<file path="config.mk">
export PLATFORM = sky130hd
export DESIGN_NAME = pipelined_carry_skip_adder
export DESIGN_NICKNAME = d
export VERILOG_FILES = /design/src/rtl/pcsa_pkg.sv /design/src/rtl/carry_skip_block.sv /design/src/rtl/pipelined_carry_skip_adder.sv
export SDC_FILE = /design/constraint.sdc
export NUM_CORES = 1
export LEC_CHECK = 0
export ABC_CLOCK_PERIOD_IN_PS = 23200
export BUFFER_PORTS_ARGS = -buffer_cell sky130_fd_sc_hd__buf_2
export CAP_MARGIN = 30
export CORE_UTILIZATION = 35
export DETAILED_ROUTE_END_ITERATION = 8
export PLACE_DENSITY = 0.54
export SETUP_SLACK_MARGIN = 0.3
export SLEW_MARGIN = 10
export SYNTH_ARGS = -nofsm -noshare
export SYNTH_HDL_FRONTEND = slang
export SYNTH_SLANG_ARGS = --single-unit
</file>
<file path="constraint.sdc">
create_clock -name iClk -period 23.2 [get_ports iClk]
set_input_delay 4.64 -clock iClk [delete_from_list [all_inputs] [get_ports iClk]]
set_output_delay 4.64 -clock iClk [all_outputs]
set_load 0.02 [all_outputs]
</file>
<file path="src/rtl/pcsa_pkg.sv">
// Shared configuration, elaboration helpers and stage record type for the
// pipelined carry-skip adder.
package pcsa_pkg;

    localparam int DEF_ADDER_WIDTH  = 32;
    localparam int DEF_BLOCK_WIDTH  = 4;
    localparam int DEF_NUM_STAGES   = 2;
    localparam int NUM_BLOCKS       = DEF_ADDER_WIDTH / DEF_BLOCK_WIDTH;
    localparam int BLOCKS_PER_STAGE = NUM_BLOCKS / DEF_NUM_STAGES;

    function automatic int calc_num_blocks(input int aw, input int bw);
        return aw / bw;
    endfunction

    function automatic int calc_blocks_per_stage(input int aw, input int bw, input int ns);
        return (aw / bw) / ns;
    endfunction

    // A legal configuration tiles the operand exactly into blocks and the blocks evenly into stages.
    function automatic bit cfg_ok(input int aw, input int bw, input int ns);
        return (bw > 0) && (ns > 0) && (aw >= bw) && ((aw % bw) == 0) &&
               (((aw / bw) % ns) == 0);
    endfunction

    typedef struct packed {
        logic                       valid;
        logic [DEF_ADDER_WIDTH-1:0] sum;
        logic [DEF_ADDER_WIDTH-1:0] rem_a;
        logic [DEF_ADDER_WIDTH-1:0] rem_b;
        logic                       carry;
        logic                       msb_carry_in;
    } stage_rec_t;

endpackage

</file>
<file path="src/rtl/carry_skip_block.sv">
// One carry-skip slice: ripple adder whose carry-out bypasses the ripple
// chain when every bit of the slice propagates.
module carry_skip_block
    import pcsa_pkg::*;
#(
    parameter int BLOCK_WIDTH = DEF_BLOCK_WIDTH
) (
    input  logic [BLOCK_WIDTH-1:0] a,
    input  logic [BLOCK_WIDTH-1:0] b,
    input  logic                   cin,
    output logic [BLOCK_WIDTH-1:0] sum,
    output logic                   cout,
    output logic                   msb_cin
);

    logic [BLOCK_WIDTH:0] ripple_c_s;
    logic                 prop_s;

    // Ripple sum and carry chain across the slice.
    always_comb begin
        ripple_c_s    = '0;
        sum           = '0;
        ripple_c_s[0] = cin;
        for (int i = 0; i < BLOCK_WIDTH; i++) begin
            sum[i]          = a[i] ^ b[i] ^ ripple_c_s[i];
            ripple_c_s[i+1] = (a[i] & b[i]) | ((a[i] ^ b[i]) & ripple_c_s[i]);
        end
    end

    assign prop_s  = &(a ^ b);
    assign cout    = prop_s ? cin : ripple_c_s[BLOCK_WIDTH];
    assign msb_cin = ripple_c_s[BLOCK_WIDTH-1];

endmodule

</file>
<file path="src/rtl/pipelined_carry_skip_adder.sv">
// Pipelined carry-skip adder/subtractor: blocks are spread evenly over
// NUM_STAGES register stages with a valid/ready handshake on both ends.
module pipelined_carry_skip_adder
    import pcsa_pkg::*;
#(
    parameter int ADDER_WIDTH = DEF_ADDER_WIDTH,
    parameter int BLOCK_WIDTH = DEF_BLOCK_WIDTH,
    parameter int NUM_STAGES  = DEF_NUM_STAGES
) (
    input  logic                   iClk,
    input  logic                   iRst,
    input  logic                   iValid,
    output logic                   oReady,
    input  logic [ADDER_WIDTH-1:0] iA,
    input  logic [ADDER_WIDTH-1:0] iB,
    input  logic                   iCarry,
    input  logic                   iSub,
    output logic                   oValid,
    input  logic                   iReady,
    output logic [ADDER_WIDTH-1:0] oSum,
    output logic                   oCarry,
    output logic                   oOverflow
);

    localparam int NB = calc_num_blocks(ADDER_WIDTH, BLOCK_WIDTH);
    localparam int K  = calc_blocks_per_stage(ADDER_WIDTH, BLOCK_WIDTH, NUM_STAGES);
    localparam int BW = BLOCK_WIDTH;

    if (!cfg_ok(ADDER_WIDTH, BLOCK_WIDTH, NUM_STAGES)) begin : g_cfg_check
        $error("pipelined_carry_skip_adder: ADDER_WIDTH/BLOCK_WIDTH/NUM_STAGES do not tile evenly");
    end

    logic [NUM_STAGES-1:0]  vld_r;
    logic [NUM_STAGES-1:0]  carry_r;
    logic [ADDER_WIDTH-1:0] sum_r     [NUM_STAGES];
    logic [ADDER_WIDTH-1:0] a_r       [NUM_STAGES];
    logic [ADDER_WIDTH-1:0] b_r       [NUM_STAGES];
    logic                   ovf_r;

    logic [NUM_STAGES-1:0]  adv_s;
    logic [NUM_STAGES-1:0]  in_vld_s;
    logic                   in_c_s    [NUM_STAGES];
    logic [ADDER_WIDTH-1:0] in_a_s    [NUM_STAGES];
    logic [ADDER_WIDTH-1:0] in_b_s    [NUM_STAGES];
    logic [ADDER_WIDTH-1:0] in_sum_s  [NUM_STAGES];
    logic [ADDER_WIDTH-1:0] nxt_sum_s [NUM_STAGES];
    logic                   nxt_c_s   [NUM_STAGES];
    logic                   blk_msb_s [NB];
    logic                   ovf_nxt_s;

    for (genvar s = 0; s < NUM_STAGES; s++) begin : g_stage
        // Stage 0 folds subtraction into the operands: A + ~B + 1.
        if (s == 0) begin : g_first
            assign in_vld_s[s] = iValid;
            assign in_a_s[s]   = iA;
            assign in_b_s[s]   = iSub ? ~iB : iB;
            assign in_c_s[s]   = iSub ? 1'b1 : iCarry;
            assign in_sum_s[s] = '0;
        end else begin : g_next
            assign in_vld_s[s] = vld_r[s-1];
            assign in_a_s[s]   = a_r[s-1];
            assign in_b_s[s]   = b_r[s-1];
            assign in_c_s[s]   = carry_r[s-1];
            assign in_sum_s[s] = sum_r[s-1];
        end

        for (genvar k = 0; k < K; k++) begin : g_blk
            localparam int J = s * K + k;
            logic          cin_s;
            logic          cout_s;
            logic [BW-1:0] bsum_s;

            if (k == 0) begin : g_cin_first
                assign cin_s = in_c_s[s];
            end else begin : g_cin_chain
                assign cin_s = g_blk[k-1].cout_s;
            end

            carry_skip_block #(
                .BLOCK_WIDTH (BLOCK_WIDTH)
            ) u_blk (
                .a       (in_a_s[s][J*BW +: BW]),
                .b       (in_b_s[s][J*BW +: BW]),
                .cin     (cin_s),
                .sum     (bsum_s),
                .cout    (cout_s),
                .msb_cin (blk_msb_s[J])
            );
        end

        // Slices owned by this stage take the fresh block sums; the rest pass through.
        for (genvar j = 0; j < NB; j++) begin : g_slice
            if ((j / K) == s) begin : g_own
                assign nxt_sum_s[s][j*BW +: BW] = g_blk[j - s*K].bsum_s;
            end else begin : g_pass
                assign nxt_sum_s[s][j*BW +: BW] = in_sum_s[s][j*BW +: BW];
            end
        end

        assign nxt_c_s[s] = g_blk[K-1].cout_s;
    end

    assign ovf_nxt_s = blk_msb_s[NB-1] ^ nxt_c_s[NUM_STAGES-1];

    // Advance chain from the output back to the input; empty stages always advance.
    always_comb begin
        logic run_v;
        adv_s = '0;
        run_v = iReady;
        for (int s = NUM_STAGES - 1; s >= 0; s--) begin
            run_v    = !vld_r[s] || run_v;
            adv_s[s] = run_v;
        end
    end

    assign oReady = adv_s[0] && !iRst;

    // Stage registers: shift on advance, capture data only for valid entries.
    always_ff @(posedge iClk) begin
        if (iRst) begin
            vld_r   <= '0;
            carry_r <= '0;
            ovf_r   <= 1'b0;
            for (int s = 0; s < NUM_STAGES; s++) begin
                sum_r[s] <= '0;
                a_r[s]   <= '0;
                b_r[s]   <= '0;
            end
        end else begin
            for (int s = 0; s < NUM_STAGES; s++) begin
                if (adv_s[s]) begin
                    vld_r[s] <= in_vld_s[s];
                    if (in_vld_s[s]) begin
                        sum_r[s]   <= nxt_sum_s[s];
                        a_r[s]     <= in_a_s[s];
                        b_r[s]     <= in_b_s[s];
                        carry_r[s] <= nxt_c_s[s];
                    end
                end
            end
            if (adv_s[NUM_STAGES-1] && in_vld_s[NUM_STAGES-1]) begin
                ovf_r <= ovf_nxt_s;
            end
        end
    end

    assign oValid    = vld_r[NUM_STAGES-1];
    assign oSum      = sum_r[NUM_STAGES-1];
    assign oCarry    = carry_r[NUM_STAGES-1];
    assign oOverflow = ovf_r;

endmodule

</file>
-- Yosys cells after proc, flatten, opt, wreduce, memory -nomap -nowiden
Memory sizes are Yosys's and may differ from the RTL's.
Cells that the tools add are included.
- register bits: 5
- memory bits (writable): 192
- input port bits: 70
- memories: 3
- memories (memory ; depth ; bits a word ; read ports ; clocked after memory_dff ; wr ports ; RTL line ; source):
    a_r ; 2 ; 32 ; 1 ; 0 ; 2 ; pipelined_carry_skip_adder.sv:36 ; logic [ADDER_WIDTH-1:0] a_r [NUM_STAGES];
    b_r ; 2 ; 32 ; 1 ; 0 ; 2 ; pipelined_carry_skip_adder.sv:37 ; logic [ADDER_WIDTH-1:0] b_r [NUM_STAGES];
    sum_r ; 2 ; 32 ; 2 ; 0 ; 2 ; pipelined_carry_skip_adder.sv:35 ; logic [ADDER_WIDTH-1:0] sum_r [NUM_STAGES];
- multiplexer cells: 26
- bitwise logic cells: 176
- reduce and logical (&&, ||, !) cells: 17
- operators with widths (operator ; count):
    $mux W32 ; 7
    $xor A1 B1 Y1 ; 65
    $and A1 B1 Y1 ; 64
    $or A1 B1 Y1 ; 38
    $not A32 Y32 ; 1
    $reduce_and A4 Y1 ; 8
    $xor A4 B4 Y4 ; 8
    $mux W1 ; 19
    $reduce_and A2 Y1 ; 2
    $logic_not A1 Y1 ; 3
    $logic_and A1 B1 Y1 ; 2
    $logic_or A1 B1 Y1 ; 2

-- Logic depth before layout (Yosys ltp)
Gate-level depths: netlist (run 1).
- depth in word-level cells: 39
- depth in mapped cells: 32
- depth with buffers taken out: 30

-- By module
Synthesis (run 1) repeated with hierarchy kept, for this count alone.
- cell total of the unflattened synthesis: 395
- area total of the unflattened synthesis: 4964.8 µm²
- modules (own cells, without submodules) (module ; instances ; cells each ; area each (µm²) ; sequential area each (µm²)):
    pipelined_carry_skip_adder ; 1 ; 235 ; 3483.3 ; 2502.4
    carry_skip_block ; 8 ; 20 ; 185.2 ; 0.0

-- Worst setup path before layout (run 1)
No wires, ideal clock.
- path type: in2reg
- start: input iSub
- end: memory sum_r[0][15] (netlist name) (data pin)
- setup time: 0.255 ns
- arrival: 12.141 ns
- slack: 10.804 ns
- cell stages on the path: 29
- buffers on the path: 2
- cell sequence: buf_2 > buf_2 > xor2_1 > inv_1 > fa_1 > fa_1 > fa_1 > fa_1 > mux2i_1 > inv_1 > fa_1 > fa_1 > fa_1 > fa_1 > nand2_1 > o21a_1 > inv_1 > fa_1 > fa_1 > fa_1 > fa_1 > nand2_1 > o21ai_1 > fa_1 > fa_1 > fa_1 > inv_1 > fa_1 > and2_1
- RTL lines (element ; RTL line ; source):
    start, declared ; pipelined_carry_skip_adder.sv:17 ; input logic iSub,
    end, declared ; pipelined_carry_skip_adder.sv:35 ;

==> results of run 1 <==
[worst max path at each step]
stage	to	from	slack, ns
global placement	sum_r[0][15]	iSub	10.15
CTS	sum_r[0][15]	iSub	10.37
detailed placement	sum_r[0][15]	iSub	10.01
global route	sum_r[0][15]	iSub	9.96
finish	sum_r[0][15]	iSub	10.38
floorplan	sum_r[0][15]	iSub	10.80
[through the flow]
step           setup slack [ns]  instances
6_report                  10.38        655
5_1_grt                    9.96        655
4_1_cts                   10.37        654
3_5_place_dp              10.01        638
3_3_place_gp              10.15        637
2_1_floorplan             10.80        368
[per-layer routing]
metal	track usage (%)	part of all wire, %
met1	15.3	43
met2	23.0	51
met3	3.35	4.6
met4	4.22	1.2
met5	0	0
[kinds of logic (layout without fill, tap and decap cells)]
family,count (synthesis),after routing
DFF,85,85
xor gates and xnor gates,32,32
adders and majority gates,64,64
muxes,2,2
AOI/OAI and AO/OA,16,16
and+or+nand+nor,115,115
buffers and inverters,54,165
[cells in the mapped netlist, drive strengths merged (3+ instances only)]
library cell	instances	share of area, %
edfxtp	80	50
dfxtp	5	2.1
nand2b	3	0.55
xnor2	16	2.9
a21oi	7	0.73
inv	41	3.2
nor3	3	0.31
xor2	16	2.9
o21ai	3	0.47
ha	32	8.3
nor2	43	3.3
nand2	7	0.55
fa	32	13
buf	12	1.7
nand4	8	1.4
and2	47	6.1
[flip-flops by register name, indices dropped and copies added, names as in the netlist]
name	cells
sum_r	48
oOverflow	1
b_r	16
carry_r	2
vld_r	2
a_r	16
[power by group]
group / internal (mW) / switching [mW]
Sequential: 0.187 / 0.00632
Combinational: 0.0313 / 0.0436
Clock: 0.0833 / 0.0558
Total: 0.301 / 0.106
[worst max-delay path, cell delays in order]
cell	delay, ns
sky130_fd_sc_hd__buf_2	0.69
sky130_fd_sc_hd__xor2_1	0.24
sky130_fd_sc_hd__inv_1	0.09
sky130_fd_sc_hd__fa_1	0.40
sky130_fd_sc_hd__fa_1	0.41
sky130_fd_sc_hd__fa_1	0.42
sky130_fd_sc_hd__fa_1	0.37
sky130_fd_sc_hd__mux2i_1	0.20
sky130_fd_sc_hd__inv_1	0.08
sky130_fd_sc_hd__fa_1	0.38
sky130_fd_sc_hd__fa_1	0.40
sky130_fd_sc_hd__fa_1	0.39
sky130_fd_sc_hd__fa_1	0.36
sky130_fd_sc_hd__nand2_1	0.06
sky130_fd_sc_hd__o21a_1	0.18
sky130_fd_sc_hd__inv_1	0.07
sky130_fd_sc_hd__fa_1	0.37
sky130_fd_sc_hd__fa_1	0.39
sky130_fd_sc_hd__fa_1	0.39
sky130_fd_sc_hd__fa_1	0.37
sky130_fd_sc_hd__nand2_1	0.09
sky130_fd_sc_hd__o21ai_1	0.11
sky130_fd_sc_hd__fa_1	0.40
sky130_fd_sc_hd__fa_1	0.40
sky130_fd_sc_hd__fa_1	0.36
sky130_fd_sc_hd__inv_1	0.07
sky130_fd_sc_hd__fa_1	0.39
sky130_fd_sc_hd__and2_1	0.14
[final cells by class]
cell class,instances,area [sq um]
inverter,41,154
clock inverter,4,48.8
timing repair buffer,108,588
tap,176,220
fill,1272,7500
sequential,85,2500
multi-input combinational,229,2090
clock buffer,12,236
==> impl_metrics.tcl, run 1 <==
set metrics [dict create \
    layout_common_cells "105 x sky130_fd_sc_hd__buf_2, 80 x sky130_fd_sc_hd__edfxtp_1, 47 x sky130_fd_sc_hd__and2_1" \
    finalWirelength_um 8610 \
    max_cap_check_violation_count 0 \
    place.gp.congestion 0.815 \
    synth_top_family_by_area "adder cells" \
    via_count_normalized_by_instance_count 4.27 \
    clock_root_buffer "sky130_fd_sc_hd__clkbuf_16" \
    final_net_count 608 \
    synth_compound_gate_area_share_pct 2.31 \
    wl_per_cell_um 13.1 \
    htree_num_levels 3 \
    io_pins 106 \
    layout-drive-gt1-share_pct 28.0 \
    post-route-min-period_ns 12.82 \
    postCtsSetupRepairBufs 0 \
    worst_setup_path_end_kind "flop" \
    required_ns 23.29 \
    worst_r2r_startpoint "a_r[0][16]" \
    hold_slack_ns 0.452 \
    post_cts_resize_count 0 \
    globalRouteOverflowTotal 0 \
    synth_cell_type_count 35 \
    final.period_utilization_pct 55.2 \
    setup.reg_to_reg.worst_slack_ns 15.00 \
    fin_skew_ns 0.00531 \
    cp_data_arrival_time_ns 12.90 \
    synth_enable_flop_cells 80 \
    grt_start_max_net_pins 48 \
    run_status "finished, final reports clean" \
    grt_use_total_pct 13.0 \
    synth.net_count 502 \
    grt_pass1_vias 2898 \
    dominantRegCellSynth "sky130_fd_sc_hd__edfxtp_1" \
    regToRegEndpoint "oOverflow" \
    startpoint_type "input port" \
    detailedRoute.firstPassIterationCount 4 \
    core.rowCount 42 \
    ys_warn_count 0 \
    power_leakage_nw 2.67 \
    hpwlAfterDp_um 6340 \
    synth_area_sq_um 4820 \
    setup_viol_count_final 0 \
    ys_seq_elements 85 \
    worst_r2r_path_depth 27 \
    chipWidth_um 119 \
    cts_made_buffers 9 \
    timing.hold.worst.class "flop to flop" \
    totalPowerFinal_mw 0.407 \
    holdPathStages 2 \
    floorplan.die_area_sq_um 14200 \
    power.density_cell_area_nw_per_um2 69.6 \
    report.final.slew_viol_count 0 \
    synth-simple-area-share_pct 12.9 \
    worstHoldEndpoint "carry_r[1]" \
    fp.dieH_um 119 \
    worst_slew_pin_slew_ns 0.926 \
    grt_antenna_before_repair 0 \
    critPathKind "input port to flop" \
    max_slew_margin_pct 38.3 \
    synthCells 368 \
    route.antenna.remaining_nets 0 \
    rsz0062_at_grt "no" \
    core_sq_um 13300 \
    synth_xor_area_share_pct 5.82 \
    setup-tns-final_ns 0 \
    share_of_synthesized_flip_flops_with_an_asynchronous_set_or_reset_pct 0 \
    antenna-diode-count 0 \
    syn_to_final_growth_pct 21.3 \
    synth_area_per_inst_sq_um 13.1 \
    share_of_synthesized_area_spent_on_multiplexers_pct 0.441 \
    finalCoreUtilization_pct 43.8 \
    floorplan.initialDensity_pct 36.1 \
    port_buffers 105 \
    most_common_cell_after_layout_fill_and_taps_aside "sky130_fd_sc_hd__buf_2" \
    clock_sinks 85 \
    clock_latency_ns 0.33 \
    critPathMaxFanout 33 \
    vdd_ir_drop_max_v 0.0000300 \
    hp-start "carry_r[1]" \
    cts_hold_repair.buffers 0 \
    synth-adder-area-share_pct 21.6 \
    initialDrtViolationCount 103 \
    clk_path_buf_depth 2 \
    placed_cell_area_sq_um 5530 \
    num_vias 2794 \
    final_area_sq_um 5840 \
    yosysSeqAreaShare_pct 51.9 \
    path_clk_slew_ns 0.06 \
    grt_pass1_wl_um 14000 \
    timing_hold_violations_final 0 \
    fmax_mhz 78.0 \
    cts_tree "done" \
    route.detailed.drc 0 \
]
No activity file was read; power rests on OpenSTA's default activity.
==> inputs of run 2 (changes only) <==
--- a/config.mk
+++ b/config.mk
@@ -5,7 +5,7 @@
 export SDC_FILE = /design/constraint.sdc
 export NUM_CORES = 1
 export LEC_CHECK = 0
-export ABC_CLOCK_PERIOD_IN_PS = 23200
+export ABC_CLOCK_PERIOD_IN_PS = 12400
 export BUFFER_PORTS_ARGS = -buffer_cell sky130_fd_sc_hd__buf_2
 export CAP_MARGIN = 30
 export CORE_UTILIZATION = 35
==> constraint.sdc (replaced) <==
create_clock -name iClk -period 12.4 [get_ports iClk]
set_input_delay 2.48 -clock iClk [delete_from_list [all_inputs] [get_ports iClk]]
set_output_delay 2.48 -clock iClk [all_outputs]
set_load 0.02 [all_outputs]
==> impl_metrics.tcl, run 2 (synthesis results as in run 1) <==
set metrics [dict create \
    cts_hold_repair.buffers 0 \
    io_pins 106 \
    hp-start "carry_r[1]" \
    worst_setup_path_end_kind "flop" \
    floorplan.initialDensity_pct 36.1 \
    route.detailed.drc 0 \
    cp_data_arrival_time_ns 10.53 \
    power_frac_clock_pct 34.1 \
    top_regs "sum_r (48), a_r (16), b_r (16)" \
    core_sq_um 13300 \
    reg_with_most_ffs "sum_r" \
    wl_per_cell_um 13.4 \
    core.rowCount 42 \
    placed_cell_area_sq_um 5570 \
    num-fill-cells 1299 \
    layout-drive-gt1-share_pct 27.9 \
    required_ns 12.49 \
    floorplan.die_area_sq_um 14200 \
    via_count_normalized_by_instance_count 4.29 \
    postCtsSetupRepairBufs 0 \
    clock_sinks 85 \
    detailedRoute.firstPassIterationCount 4 \
    grt_use_total_pct 13.4 \
    max_cap_check_violation_count 0 \
    cts_tree "done" \
    grt_start_max_net_pins 38 \
    largest_register_ffs 48 \
    grt_pass1_wl_um 14300 \
    report.final.slew_viol_count 0 \
    setup-tns-final_ns 0 \
    max_slew_margin_pct 41.0 \
    critPathKind "input port to flop" \
    vdd_ir_drop_max_v 0.0000586 \
    worst_r2r_startpoint "b_r[0][16]" \
    finalWirelength_um 8780 \
    chipWidth_um 119 \
    fp.dieH_um 119 \
    initialDrtViolationCount 99 \
    hpwlAfterDp_um 6670 \
    sw_share_pct 26.0 \
    htree_num_levels 3 \
    port_buffers 105 \
    net_switching_mw 0.198 \
    final_net_count 609 \
    post-route-min-period_ns 10.44 \
    grt_pass1_vias 2959 \
    setup.reg_to_reg.worst_slack_ns 4.20 \
    cts_made_buffers 9 \
    antenna-diode-count 0 \
    fin_skew_ns 0.00687 \
    p_comb_share_pct 18.4 \
    critPathLaunch "iSub" \
    power.density_cell_area_nw_per_um2 130 \
    final_area_sq_um 5850 \
    power_share_of_the_sequential_group_pct 47.5 \
    startpoint_type "input port" \
    worst_slew_pin_slew_ns 0.885 \
    layout_common_cells "105 x sky130_fd_sc_hd__buf_2, 80 x sky130_fd_sc_hd__edfxtp_1, 47 x sky130_fd_sc_hd__and2_1" \
    globalRouteOverflowTotal 0 \
    clock_latency_ns 0.34 \
    fmax_mhz 95.8 \
    setup_viol_count_final 0 \
    run_status "finished, final reports clean" \
    clock_root_buffer "sky130_fd_sc_hd__clkbuf_16" \
    intPower_mw 0.563 \
    critPathMaxFanout 32 \
    place.gp.congestion 0.834 \
    post_cts_resize_count 0 \
    clk_path_buf_depth 2 \
    grt_antenna_before_repair 0 \
    num_vias 2812 \
    most_common_cell_after_layout_fill_and_taps_aside "sky130_fd_sc_hd__buf_2" \
    path_clk_slew_ns 0.06 \
    timing_hold_violations_final 0 \
    syn_to_final_growth_pct 21.4 \
    timing.hold.worst.class "flop to flop" \
    route.antenna.remaining_nets 0 \
    power_leakage_nw 2.67 \
    rsz0062_at_grt "no" \
    final.period_utilization_pct 84.2 \
]
## run 2: cell count changes in the layout (fill, tap and decap cells not counted), sizes merged
cell,change
clkinvlp,+2
buf,+1
clkinv,-2
## run 2: cell type report
type | count | area, sq um | area share (%)
clock inverters | 4 | 48.8 | 0.834
well taps | 176 | 220 | 3.76
inverters | 41 | 154 | 2.63
repair buffers | 109 | 596 | 10.2
multi-input cells | 229 | 2090 | 35.8
clock buffers | 12 | 236 | 4.04
flip-flops and latches | 85 | 2500 | 42.8
## run 2: routing by layer
layer / GRT usage (%) / wire [um]
met5: 0 / 0
met3: 3.30 / 399
met2: 23.4 / 4490
met1: 16.0 / 3760
met4: 4.92 / 131
## run 2: critical path, stage by stage
cell	delay, ns
sky130_fd_sc_hd__buf_2	0.10
sky130_fd_sc_hd__buf_4	0.45
sky130_fd_sc_hd__nor2_1	0.17
sky130_fd_sc_hd__fa_1	0.42
sky130_fd_sc_hd__fa_1	0.41
sky130_fd_sc_hd__fa_1	0.42
sky130_fd_sc_hd__fa_1	0.37
sky130_fd_sc_hd__mux2i_1	0.20
sky130_fd_sc_hd__inv_1	0.08
sky130_fd_sc_hd__fa_1	0.38
sky130_fd_sc_hd__fa_1	0.40
sky130_fd_sc_hd__fa_1	0.39
sky130_fd_sc_hd__fa_1	0.37
sky130_fd_sc_hd__nand2_1	0.06
sky130_fd_sc_hd__o21a_1	0.21
sky130_fd_sc_hd__inv_1	0.07
sky130_fd_sc_hd__fa_1	0.40
sky130_fd_sc_hd__fa_1	0.41
sky130_fd_sc_hd__fa_1	0.39
sky130_fd_sc_hd__fa_1	0.37
sky130_fd_sc_hd__nand2_1	0.09
sky130_fd_sc_hd__o21ai_1	0.11
sky130_fd_sc_hd__fa_1	0.40
sky130_fd_sc_hd__fa_1	0.39
sky130_fd_sc_hd__fa_1	0.36
sky130_fd_sc_hd__inv_1	0.07
sky130_fd_sc_hd__fa_1	0.40
sky130_fd_sc_hd__and2_1	0.14
## run 2: metrics by stage
step                std cells  setup WS [ns]  hold slack [ns]  utilization (%)  power (mW)
global route              656           1.60            0.468             43.8       0.806
detailed placement        640           1.62            0.444             41.7       0.510
CTS                       656           1.92            0.452             43.8       0.773
finish                    656           1.96            0.449             43.8       0.761
floorplan                 368           2.16            0.497                -       0.460
global placement          638           1.82            0.442             41.3       0.505
## run 2: power by group through the flow
stage	combinational [mW]	clock (mW)	sequential [mW]
global route	0.161	0.280	0.365
global placement	0.138	0	0.367
detailed placement	0.143	0	0.368
finish	0.140	0.259	0.361
CTS	0.144	0.267	0.362
floorplan	0.0792	0	0.381
## run 2: final timing paths
path / end / depth (start not counted)
worst max-delay path: sum_r[0][15] / 28
worst min-delay path: carry_r[1] / 2
worst max register to register: oOverflow / 27
worst min register to register: carry_r[1] / 2
